--- src/rtl/profile_settings.sv ---
// Settings-menu datapath: BCD edit digits for the field being edited, range-checked
// commit into the binary profile registers that feed speed, distance and calorie logic.
module profile_settings #(
  parameter int WHEEL_DEF  = 214,
  parameter int WEIGHT_DEF = 70,
  parameter int HEIGHT_DEF = 175,
  parameter int AGE_DEF    = 30
) (
  input  logic       Clock,
  input  logic       nReset,
  input  logic [4:0] displayMode,
  input  logic [2:0] incr,
  input  logic       update,
  output logic [9:0] wheel_cm,
  output logic [9:0] weight_kg,
  output logic [9:0] height_cm,
  output logic [6:0] age_yr,
  output logic       gender,
  output logic [3:0] edit_d2,
  output logic [3:0] edit_d1,
  output logic [3:0] edit_d0,
  output logic       settings_changed,
  output logic       commit_err,
  output logic       profile_done
);

  logic [9:0] wheel_q, wheel_d, weight_q, weight_d, height_q, height_d;
  logic [6:0] age_q, age_d;
  logic       gender_q, gender_d;
  logic [3:0] d2_q, d2_d, d1_q, d1_d, d0_q, d0_d;
  logic [4:0] prev_mode_q;
  logic       changed_q, changed_d, err_q, err_d, done_q, done_d;

  logic [9:0] field_val;
  logic [9:0] edit_val;
  logic [3:0] rl_d2, rl_d1, rl_d0;
  logic       entry_code, commit_code, entry, commit, in_range, inc_hit;
  logic [1:0] inc_digit;

  always_comb begin
    field_val = 10'd0;
    case (displayMode)
      5'd6, 5'd7, 5'd8:    field_val = wheel_q;
      5'd9, 5'd10, 5'd11:  field_val = weight_q;
      5'd12, 5'd13, 5'd14: field_val = height_q;
      5'd15, 5'd16:        field_val = {3'd0, age_q};
      5'd17:               field_val = {9'd0, gender_q};
      default:             field_val = 10'd0;
    endcase
  end

  // Reload image of the committed value; age has no hundreds digit, gender lives in d0.
  always_comb begin
    rl_d2 = 4'(field_val / 10'd100);
    rl_d1 = 4'((field_val / 10'd10) % 10'd10);
    rl_d0 = 4'(field_val % 10'd10);
    if (displayMode == 5'd15 || displayMode == 5'd16) rl_d2 = 4'd0;
    if (displayMode == 5'd17) begin
      rl_d2 = 4'd0;
      rl_d1 = 4'd0;
      rl_d0 = {3'd0, gender_q};
    end
  end

  assign entry_code  = (displayMode == 5'd6) || (displayMode == 5'd9) || (displayMode == 5'd12)
                    || (displayMode == 5'd15) || (displayMode == 5'd17);
  assign commit_code = (displayMode == 5'd8) || (displayMode == 5'd11) || (displayMode == 5'd14)
                    || (displayMode == 5'd16) || (displayMode == 5'd17);
  assign entry  = entry_code && (prev_mode_q != displayMode);
  assign commit = update && commit_code;

  assign edit_val = 10'(d2_q) * 10'd100 + 10'(d1_q) * 10'd10 + 10'(d0_q);

  always_comb begin
    in_range = 1'b0;
    case (displayMode)
      5'd8:    in_range = (edit_val >= 10'd100) && (edit_val <= 10'd299);
      5'd11:   in_range = (edit_val >= 10'd20)  && (edit_val <= 10'd250);
      5'd14:   in_range = (edit_val >= 10'd100) && (edit_val <= 10'd250);
      5'd16:   in_range = (edit_val >= 10'd10)  && (edit_val <= 10'd99);
      5'd17:   in_range = 1'b1;
      default: in_range = 1'b0;
    endcase
  end

  always_comb begin
    inc_hit   = 1'b0;
    inc_digit = 2'd0;
    case (displayMode)
      5'd6, 5'd9, 5'd12: begin
        inc_hit   = incr[2];
        inc_digit = 2'd2;
      end
      5'd7, 5'd10, 5'd13, 5'd15: begin
        inc_hit   = incr[1];
        inc_digit = 2'd1;
      end
      5'd8, 5'd11, 5'd14, 5'd16: begin
        inc_hit   = incr[0];
        inc_digit = 2'd0;
      end
      5'd17: begin
        inc_hit   = incr[2];
        inc_digit = 2'd3;
      end
      default: begin
        inc_hit   = 1'b0;
        inc_digit = 2'd0;
      end
    endcase
  end

  // Priority: entry reload, then commit, then increment; losers are dropped.
  always_comb begin
    wheel_d   = wheel_q;
    weight_d  = weight_q;
    height_d  = height_q;
    age_d     = age_q;
    gender_d  = gender_q;
    d2_d      = d2_q;
    d1_d      = d1_q;
    d0_d      = d0_q;
    changed_d = 1'b0;
    err_d     = 1'b0;
    done_d    = 1'b0;
    if (entry) begin
      d2_d = rl_d2;
      d1_d = rl_d1;
      d0_d = rl_d0;
    end else if (commit) begin
      if (in_range) begin
        changed_d = 1'b1;
        case (displayMode)
          5'd8:    wheel_d  = edit_val;
          5'd11:   weight_d = edit_val;
          5'd14:   height_d = edit_val;
          5'd16:   age_d    = edit_val[6:0];
          default: begin
            gender_d = d0_q[0];
            done_d   = 1'b1;
          end
        endcase
      end else begin
        err_d = 1'b1;
        d2_d  = rl_d2;
        d1_d  = rl_d1;
        d0_d  = rl_d0;
      end
    end else if (inc_hit) begin
      case (inc_digit)
        2'd2:    d2_d = (d2_q >= 4'd9) ? 4'd0 : d2_q + 4'd1;
        2'd1:    d1_d = (d1_q >= 4'd9) ? 4'd0 : d1_q + 4'd1;
        2'd0:    d0_d = (d0_q >= 4'd9) ? 4'd0 : d0_q + 4'd1;
        default: d0_d = {3'd0, ~d0_q[0]};
      endcase
    end
  end

  always_ff @(posedge Clock or negedge nReset) begin
    if (!nReset) begin
      wheel_q     <= 10'(WHEEL_DEF);
      weight_q    <= 10'(WEIGHT_DEF);
      height_q    <= 10'(HEIGHT_DEF);
      age_q       <= 7'(AGE_DEF);
      gender_q    <= 1'b0;
      d2_q        <= 4'd0;
      d1_q        <= 4'd0;
      d0_q        <= 4'd0;
      prev_mode_q <= 5'd0;
      changed_q   <= 1'b0;
      err_q       <= 1'b0;
      done_q      <= 1'b0;
    end else begin
      wheel_q     <= wheel_d;
      weight_q    <= weight_d;
      height_q    <= height_d;
      age_q       <= age_d;
      gender_q    <= gender_d;
      d2_q        <= d2_d;
      d1_q        <= d1_d;
      d0_q        <= d0_d;
      prev_mode_q <= displayMode;
      changed_q   <= changed_d;
      err_q       <= err_d;
      done_q      <= done_d;
    end
  end

  assign wheel_cm         = wheel_q;
  assign weight_kg        = weight_q;
  assign height_cm        = height_q;
  assign age_yr           = age_q;
  assign gender           = gender_q;
  assign edit_d2          = d2_q;
  assign edit_d1          = d1_q;
  assign edit_d0          = d0_q;
  assign settings_changed = changed_q;
  assign commit_err       = err_q;
  assign profile_done     = done_q;

endmodule

--- config.mk ---
export PLATFORM = sky130hd
export DESIGN_NAME = profile_settings
export DESIGN_NICKNAME = d
export VERILOG_FILES = /design/src/rtl/profile_settings.sv
export SDC_FILE = /design/constraint.sdc
export NUM_CORES = 1
export LEC_CHECK = 0
export CORE_MARGIN = 3
export CORE_UTILIZATION = 23
export CTS_CLUSTER_DIAMETER = 50
export DETAILED_ROUTE_END_ITERATION = 7
export PLACE_DENSITY = 0.43
export SLEW_MARGIN = 20
export SYNTH_ARGS = -nofsm -noshare
export SYNTH_HDL_FRONTEND = slang
export SYNTH_SLANG_ARGS = --single-unit
--- constraint.sdc ---
create_clock -name Clock -period 6.64 [get_ports Clock]
set_input_delay 0.996 -clock Clock [delete_from_list [all_inputs] [get_ports Clock]]
set_output_delay 0.996 -clock Clock [all_outputs]
set_load 0.03 [all_outputs]
==> run_results.csv, run 1 <==
group,metric,value,unit
cts,clk_path_buf_depth,2,
synth,yosysMostFrequentCell,"nand2_1",
timing,min_period,6.35,ns
timing,worst_clock_skew,0.00944,ns
timing,worstMarginPinSlew,0.779,ns
floorplan,io_pins,64,
timing,fmax,157,MHz
synth,ys_seq_area_share,25.1,%
cts,cts_buffers,9,
floorplan,fp.dieH,166,µm
synth,ys_top_cells_by_area,"dfrtp_1 (17%), ha_1 (9.0%), dfstp_2 (8.1%)",
global_route,grt_antenna_before_repair,0,
run,maxCapViolCount,0,
power,report.power.total,2.31,mW
floorplan,die_area,27400,µm²
floorplan,row_count,57,
global_route,grt_pass1_wl,34000,µm
floorplan,chipWidth,166,µm
timing,holdWs,0.506,ns
cts,clk-insertion-delay-late,0.34,ns
global_route,grt_max_degree,59,
synth,syn_area,5860,µm²
finish,final_cell_area,8690,µm²
synth,yosys.area.top_type_share,17.1,%
worst_setup_path,crit_path_max_fanout,4,
worst_setup_path,cp.required,6.87,ns
finish,drive_gt1_share,34.7,%
synth,synth_cell_type_count,91,
synth,ys_async_sr_fraction,100,%
synth,netlist_instances,707,
synth,synth_commonest_cells,"nand2_1 (73), nor2_1 (62), o21ai_0 (52)",
synth,synth_top_area_cell,"dfrtp_1",
placed_design,place_area,7980,µm²
routing,avgViaCountPerCell,4.92,
worst_setup_path,worstSetupPathType,"in2reg",
synth,synthesis.nets,765,
routing,num_vias,6190,
floorplan,core,24700,µm²
placed_design,routabilityCongestion,0.885,
finish,n_fill_cell,2614,
placed_design,port_buffers,63,
global_route,grt_pass1_vias,6266,
placed_design,place_inst,1221,
global_route,grt_overflow_total,0,
finish,area_growth,48.3,%
routing,postRouteAntennaNets,0,
synth,ys.warnings.count,0,
synth,synth-seq-cells,58,
timing,rsz0062_at_grt,"false",
status,status,"finished clean",
synth,ys.flop_type,"dfrtp_1",
worst_setup_path,crit_arrival,6.58,ns
routing,drc,0,
cts,cts_root_buffer,"clkbuf_16",
finish,multiInputGateArea,4300,µm²
cts,ctsHtreeMaxLevel,3,
timing,hold_violations,0,
power,ir_drop,0.234,mV
timing,setup_viol,0,
floorplan,initial_core_util,23.8,%
power,leakage,3.81,nW
global_route,grtUsageTotal,15.0,%
finish,nets,988,
cts,cts.sinks,58,
timing,maxSlewHeadroom,48.1,%
finish,n_antenna_cell,0,
worst_setup_path,critPathLaunchType,"input port",
synth,avgSynthCellArea,8.29,µm²
timing,slew_violations,0,
finish,final-seq-area,1470,µm²
routing,routedWlPerCell,16.7,µm
worst_setup_path,end_kind,"flop",
hold_path,hp-class,"reg2reg",
cts,clk_pin_slew,0.05,ns
synth,synth-edff-count,0,
timing,fin_crit_sh,95.7,%
finish,stdcell_count,1259,
routing,wirelength,21000,µm
power,power_density,265,nW/µm²
placed_design,dp_hpwl,16400,µm
routing,drtIter0Drc,342,
routing,drt_pass1_iterations,5,
cts,cts_tree,"built",
path summary, 6_finish.rpt:
| path | startpoint | to | slack, ns | depth (start not counted) |
|---|---|---|---|---|
| max | displayMode[0] | edit_d1[2] | 0.29 | 28 |
| min | height_cm[0] | height_cm[0] | 0.51 | 2 |
| max reg2reg | weight_kg[9] | edit_d1[2] | 1.21 | 24 |
| min reg2reg | height_cm[0] | height_cm[0] | 0.51 | 2 |
| max in group asynchronous | nReset | wheel_cm[3] | 5.29 | 2 |
| min in group asynchronous | nReset | edit_d0[3] | 0.81 | 2 |
critical path, stage by stage:
cell	delay [ns]
dlygate4sd2_1	0.27
buf_4	0.16
nor2_2	0.16
buf_4	0.16
nor4b_1	0.05
buf_4	0.16
a221oi_4	0.23
buf_4	0.19
buf_4	0.11
nand2_2	0.05
nor4_1	0.31
a311o_1	0.22
o31ai_4	0.12
and2_1	0.19
a41o_2	0.28
or4_4	0.53
nand3_2	0.11
ha_4	0.14
a21oi_1	0.04
a31oi_1	0.20
nand2_1	0.08
o31a_1	0.29
a221o_1	0.33
a211o_1	0.32
a2111oi_4	0.24
nand2_2	0.11
mux2_4	0.33
o311ai_4	0.21
state kept, by name, indices dropped and copies added, names as in the netlist:
register          flops
edit_d1               4
profile_done          1
wheel_cm             10
prev_mode_q           5
weight_kg            10
gender                1
settings_changed      1
edit_d0               4
height_cm            10
age_yr                7
edit_d2               4
commit_err            1
logic make-up after synthesis:
kind of cell	synth area share, %
AND/OR/NAND/NOR	21.6
AO/OA/AOI/OAI	26.2
adder cells (fa/ha/maj)	11.7
flip-flops	25.1
buffers and inverters	5.57
XOR/XNOR	3.88
multiplexers	5.95
through the flow:
| step | setup WS [ns] | util, % | setup TNS, ns |
|---|---|---|---|
| final | 0.286 | 35.2 | 0 |
| after global routing | 0.0294 | 35.2 | 0 |
| after CTS | 0.0111 | 34.6 | 0 |
| after detailed placement | -0.580 | 32.3 | -1.58 |
| after global placement | -0.515 | 32.3 | -1.38 |
| after floorplan | 0.00569 | - | 0 |
cells in the final DEF, fill, tap and decap left out, types with 5 or more instances in the layout:
| cell type | synthesis | final |
|---|---|---|
| nand2_1 | 73 | 70 |
| xnor2_1 | 20 | 19 |
| a22oi_1 | 7 | 5 |
| xor2_1 | 6 | 6 |
| clkdlybuf4s50_1 | 0 | 57 |
| dfrtp_1 | 40 | 40 |
| nand4_1 | 6 | 6 |
| o21ai_0 | 52 | 48 |
| fa_1 | 5 | 5 |
| a31o_2 | 6 | 5 |
| nand3_1 | 28 | 26 |
| nand2b_1 | 8 | 7 |
| a222oi_1 | 5 | 5 |
| o21ai_1 | 3 | 5 |
| buf_4 | 3 | 182 |
| a21oi_1 | 41 | 37 |
| nor2_1 | 62 | 59 |
| nor3_1 | 14 | 12 |
| and2_1 | 11 | 9 |
| a211o_1 | 5 | 5 |
| dfstp_2 | 18 | 18 |
| or3_1 | 5 | 5 |
| maj3_1 | 5 | 5 |
| inv_1 | 35 | 34 |
| mux2_2 | 27 | 26 |
| nor2b_1 | 6 | 6 |
| nand2_2 | 3 | 6 |
| nor4_1 | 7 | 7 |
| a31oi_1 | 11 | 9 |
| ha_1 | 42 | 41 |
| clkbuf_2 | 0 | 5 |
| clkbuf_16 | 0 | 9 |
| o211ai_1 | 5 | 5 |
| o22ai_1 | 5 | 5 |
report_power, final:
group	internal, mW	total, mW	switching (mW)
registers	0.399	0.483	0.0845
clock network	0.370	0.554	0.184
logic	0.489	1.27	0.780
layer usage:
metal,vias up,GRT usage (%),wire [µm],part of all wire (%)
met1,2973,20.4,9860,47
met2,113,25.6,10100,48
li1,3081,-,-,-
met4,0,3.83,386,1.8
met5,-,0,0,0
met3,23,1.48,653,3.1
timing repair:
item / 4_1_cts / 5_1_grt
hold buffers: 0 / 0
endpoints found under the hold margin: 0 / 0
endpoints found under the setup margin: 3 / 3
pin swaps: 14 / 19
buffers inserted: 17 / 4
resized for setup: 30 / 35
final cells by class:
cell class                 count  share of cell area (%)
clock inverter                 7                    1.44
multi-input combinational    576                    49.4
timing repair buffer         250                    23.4
clock buffer                   9                    2.59
tap                          324                    4.66
inverter                      35                    1.51
sequential                    58                    17.0
No activity file was read; power rests on OpenSTA's default activity.
==> run 2: changes to the inputs <==
--- a/config.mk
+++ b/config.mk
@@ -9,7 +9,9 @@
 export CORE_UTILIZATION = 23
 export CTS_CLUSTER_DIAMETER = 50
 export DETAILED_ROUTE_END_ITERATION = 7
+export GPL_ROUTABILITY_DRIVEN = 1
 export PLACE_DENSITY = 0.43
+export REMOVE_ABC_BUFFERS = 1
 export SLEW_MARGIN = 20
 export SYNTH_ARGS = -nofsm -noshare
 export SYNTH_HDL_FRONTEND = slang
==> run_results.csv, run 2 (synthesized netlist as in run 1, its figures left out) <==
group,metric,value,unit
status,status,"finished clean",
placed_design,routabilityCongestion,0.831,
global_route,met1_usage,20.5,%
power,clkPwrFrac,19.6,%
cts,clk-insertion-delay-late,0.33,ns
global_route,grt_overflow_total,0,
run,maxCapViolCount,0,
finish,layout_commonest_cell,"buf_4",
power,power.share.switching,47.2,%
power,combPwrFrac,58.6,%
cts,cts_tree,"built",
worst_setup_path,critPathLaunchType,"input port",
worst_setup_path,reg2reg_slack,1.15,ns
power,power_density,254,nW/µm²
finish,n_antenna_cell,0,
finish,final-seq-area,1470,µm²
worst_setup_path,cp.required,6.87,ns
routing,num_vias,6243,
placed_design,port_buffers,63,
worst_setup_path,r2r-start,"weight_kg[8]",
placed_design,dp_hpwl,16800,µm
floorplan,core,24700,µm²
global_route,grt_max_degree,59,
timing,slew_violations,0,
finish,drive_gt1_share,34.3,%
worst_setup_path,rr_worst_depth,21,
cts,cts.sinks,58,
global_route,gr-usage-met2,26.0,%
routing,avgViaCountPerCell,4.94,
finish,layout_common_cells,"buf_4 (181), nand2_1 (71), nor2_1 (58)",
timing,maxSlewHeadroom,36.6,%
routing,drt_pass1_iterations,7,
finish,multiInputGateArea,4300,µm²
worst_setup_path,rr_endpoint,"edit_d1[2]",
floorplan,fp.dieH,166,µm
worst_setup_path,end_kind,"flop",
cts,cts_hold_buf,0,
worst_setup_path,worstSetupPathType,"in2reg",
global_route,grt-busiest-layer,"met2",
worst_setup_path,crit_arrival,6.79,ns
timing,rsz0062_at_grt,"true",
power,report.power.total,2.22,mW
routing,drc,0,
hold_path,holdPathEnd,"wheel_cm[4]",
hold_path,hold_depth,2,
global_route,grtUsageTotal,15.3,%
power,p_int,1.17,mW
power,leakage,3.85,nW
global_route,grt_antenna_before_repair,0,
power,seqPwrFrac,21.8,%
hold_path,min-delay-start,"wheel_cm[4]",
timing,worst_clock_skew,0.00673,ns
routing,postRouteAntennaNets,0,
floorplan,row_count,57,
floorplan,chipWidth,166,µm
worst_setup_path,crit_path_max_fanout,6,
global_route,grt_pass1_wl,34800,µm
routing,routedWlPerCell,16.8,µm
cts,cts_root_buffer,"clkbuf_16",
cts,clk_pin_slew,0.05,ns
floorplan,die_area,27400,µm²
routing,wirelength,21200,µm
cts,cts_buffers,9,
timing,fin_crit_sh,98.9,%
power,power_switching,1.05,mW
finish,n_fill_cell,2616,
hold_path,hp-class,"reg2reg",
cts,clk_path_buf_depth,2,
routing,drtIter0Drc,256,
timing,hold_violations,0,
finish,nets,993,
floorplan,io_pins,64,
timing,tns,0,ns
power,ir_drop,0.185,mV
floorplan,initial_core_util,23.8,%
finish,area_growth,49.2,%
cts,ctsHtreeMaxLevel,3,
global_route,use_met3,2.10,%
timing,setup_viol,0,
timing,worstMarginPinSlew,0.950,ns
timing,fmax,152,MHz
timing,min_period,6.56,ns
global_route,grt_pass1_vias,6349,
## run 2: cell types whose count changed in the layout (fill, tap and decap cells not counted), sizes merged
cell,previous run,this run
buf,187,192
bufinv,3,0
clkbuf,14,12
clkinvlp,0,2
dlygate4sd2,1,0
dlymetal6s2s,0,5
inv,36,35
## run 2: worst max path at each step
stage	startpoint	end	slack (ns)	depth (start not counted)
3_5_place_dp	displayMode[2]	edit_d1[2]	-0.66	29
3_3_place_gp	displayMode[2]	edit_d1[2]	-0.64	29
6_report	displayMode[2]	edit_d1[2]	0.08	25
5_1_grt	displayMode[2]	edit_d1[2]	-0.16	25
2_1_floorplan	displayMode[3]	edit_d1[2]	-0.63	22
4_1_cts	displayMode[1]	edit_d1[2]	0.006	26
## run 2: stage by stage
stage	utilization, %	std cells	setup WS, ns	area (µm²)	hold slack (ns)
floorplan	-	669	-0.630	5670	0.546
global placement	32.4	1224	-0.639	8000	0.493
detailed placement	32.4	1224	-0.665	8000	0.507
CTS	35.0	1258	0.00561	8630	0.514
global route	35.5	1264	-0.157	8750	0.536
finish	35.5	1264	0.0761	8750	0.519
## run 2: layer usage
metal  part of all wire [%]  vias up  wire, µm
met5                      0        -         0
met4                    2.1        0       454
li1                       -     3112         -
met3                    3.1       24       651
met1                     47     2998      9960
met2                     48      109     10200
## run 2: power groups by stage
| stage | clock, mW | sequential, mW | combinational [mW] |
|---|---|---|---|
| after floorplan | 0 | 0.541 | 0.794 |
| after global placement | 0 | 0.493 | 1.30 |
| after detailed placement | 0 | 0.491 | 1.31 |
| after CTS | 0.445 | 0.486 | 1.32 |
| after global routing | 0.458 | 0.496 | 1.49 |
| final | 0.435 | 0.485 | 1.30 |
## run 2: what timing repair did
item / CTS / global route
resized for setup: 45 / 18
pin swaps: 18 / 15
setup endpoints to repair: 3 / 3
buffers inserted: 17 / 6
cloned: 1 / 0
## run 2: cell type report
type,instances,share of cell area [%]
clock buffer,11,2.77
clock inverter,5,0.343
inverter,35,1.50
multi-input combinational,576,49.2
sequential,58,16.8
tap,324,4.63
timing repair buffer,255,24.7
## run 2: worst max-delay path, stage by stage
cell and delay [ns]:
dlymetal6s2s_1 0.15, or4b_4 0.57, o22ai_4 0.25, a222oi_1 0.10
buf_4 0.16, buf_4 0.14, and2_4 0.16, maj3_2 0.33
a221oi_2 0.27, a221o_2 0.24, nor3_1 0.08, a31o_2 0.24
or4_4 0.55, nand3_2 0.09, ha_2 0.18, a21oi_1 0.04
a31oi_1 0.22, nand2_1 0.08, o31a_1 0.28, a221o_1 0.33
a211o_1 0.33, a2111oi_4 0.38, nand2_2 0.10, mux2_4 0.32
o311ai_4 0.20
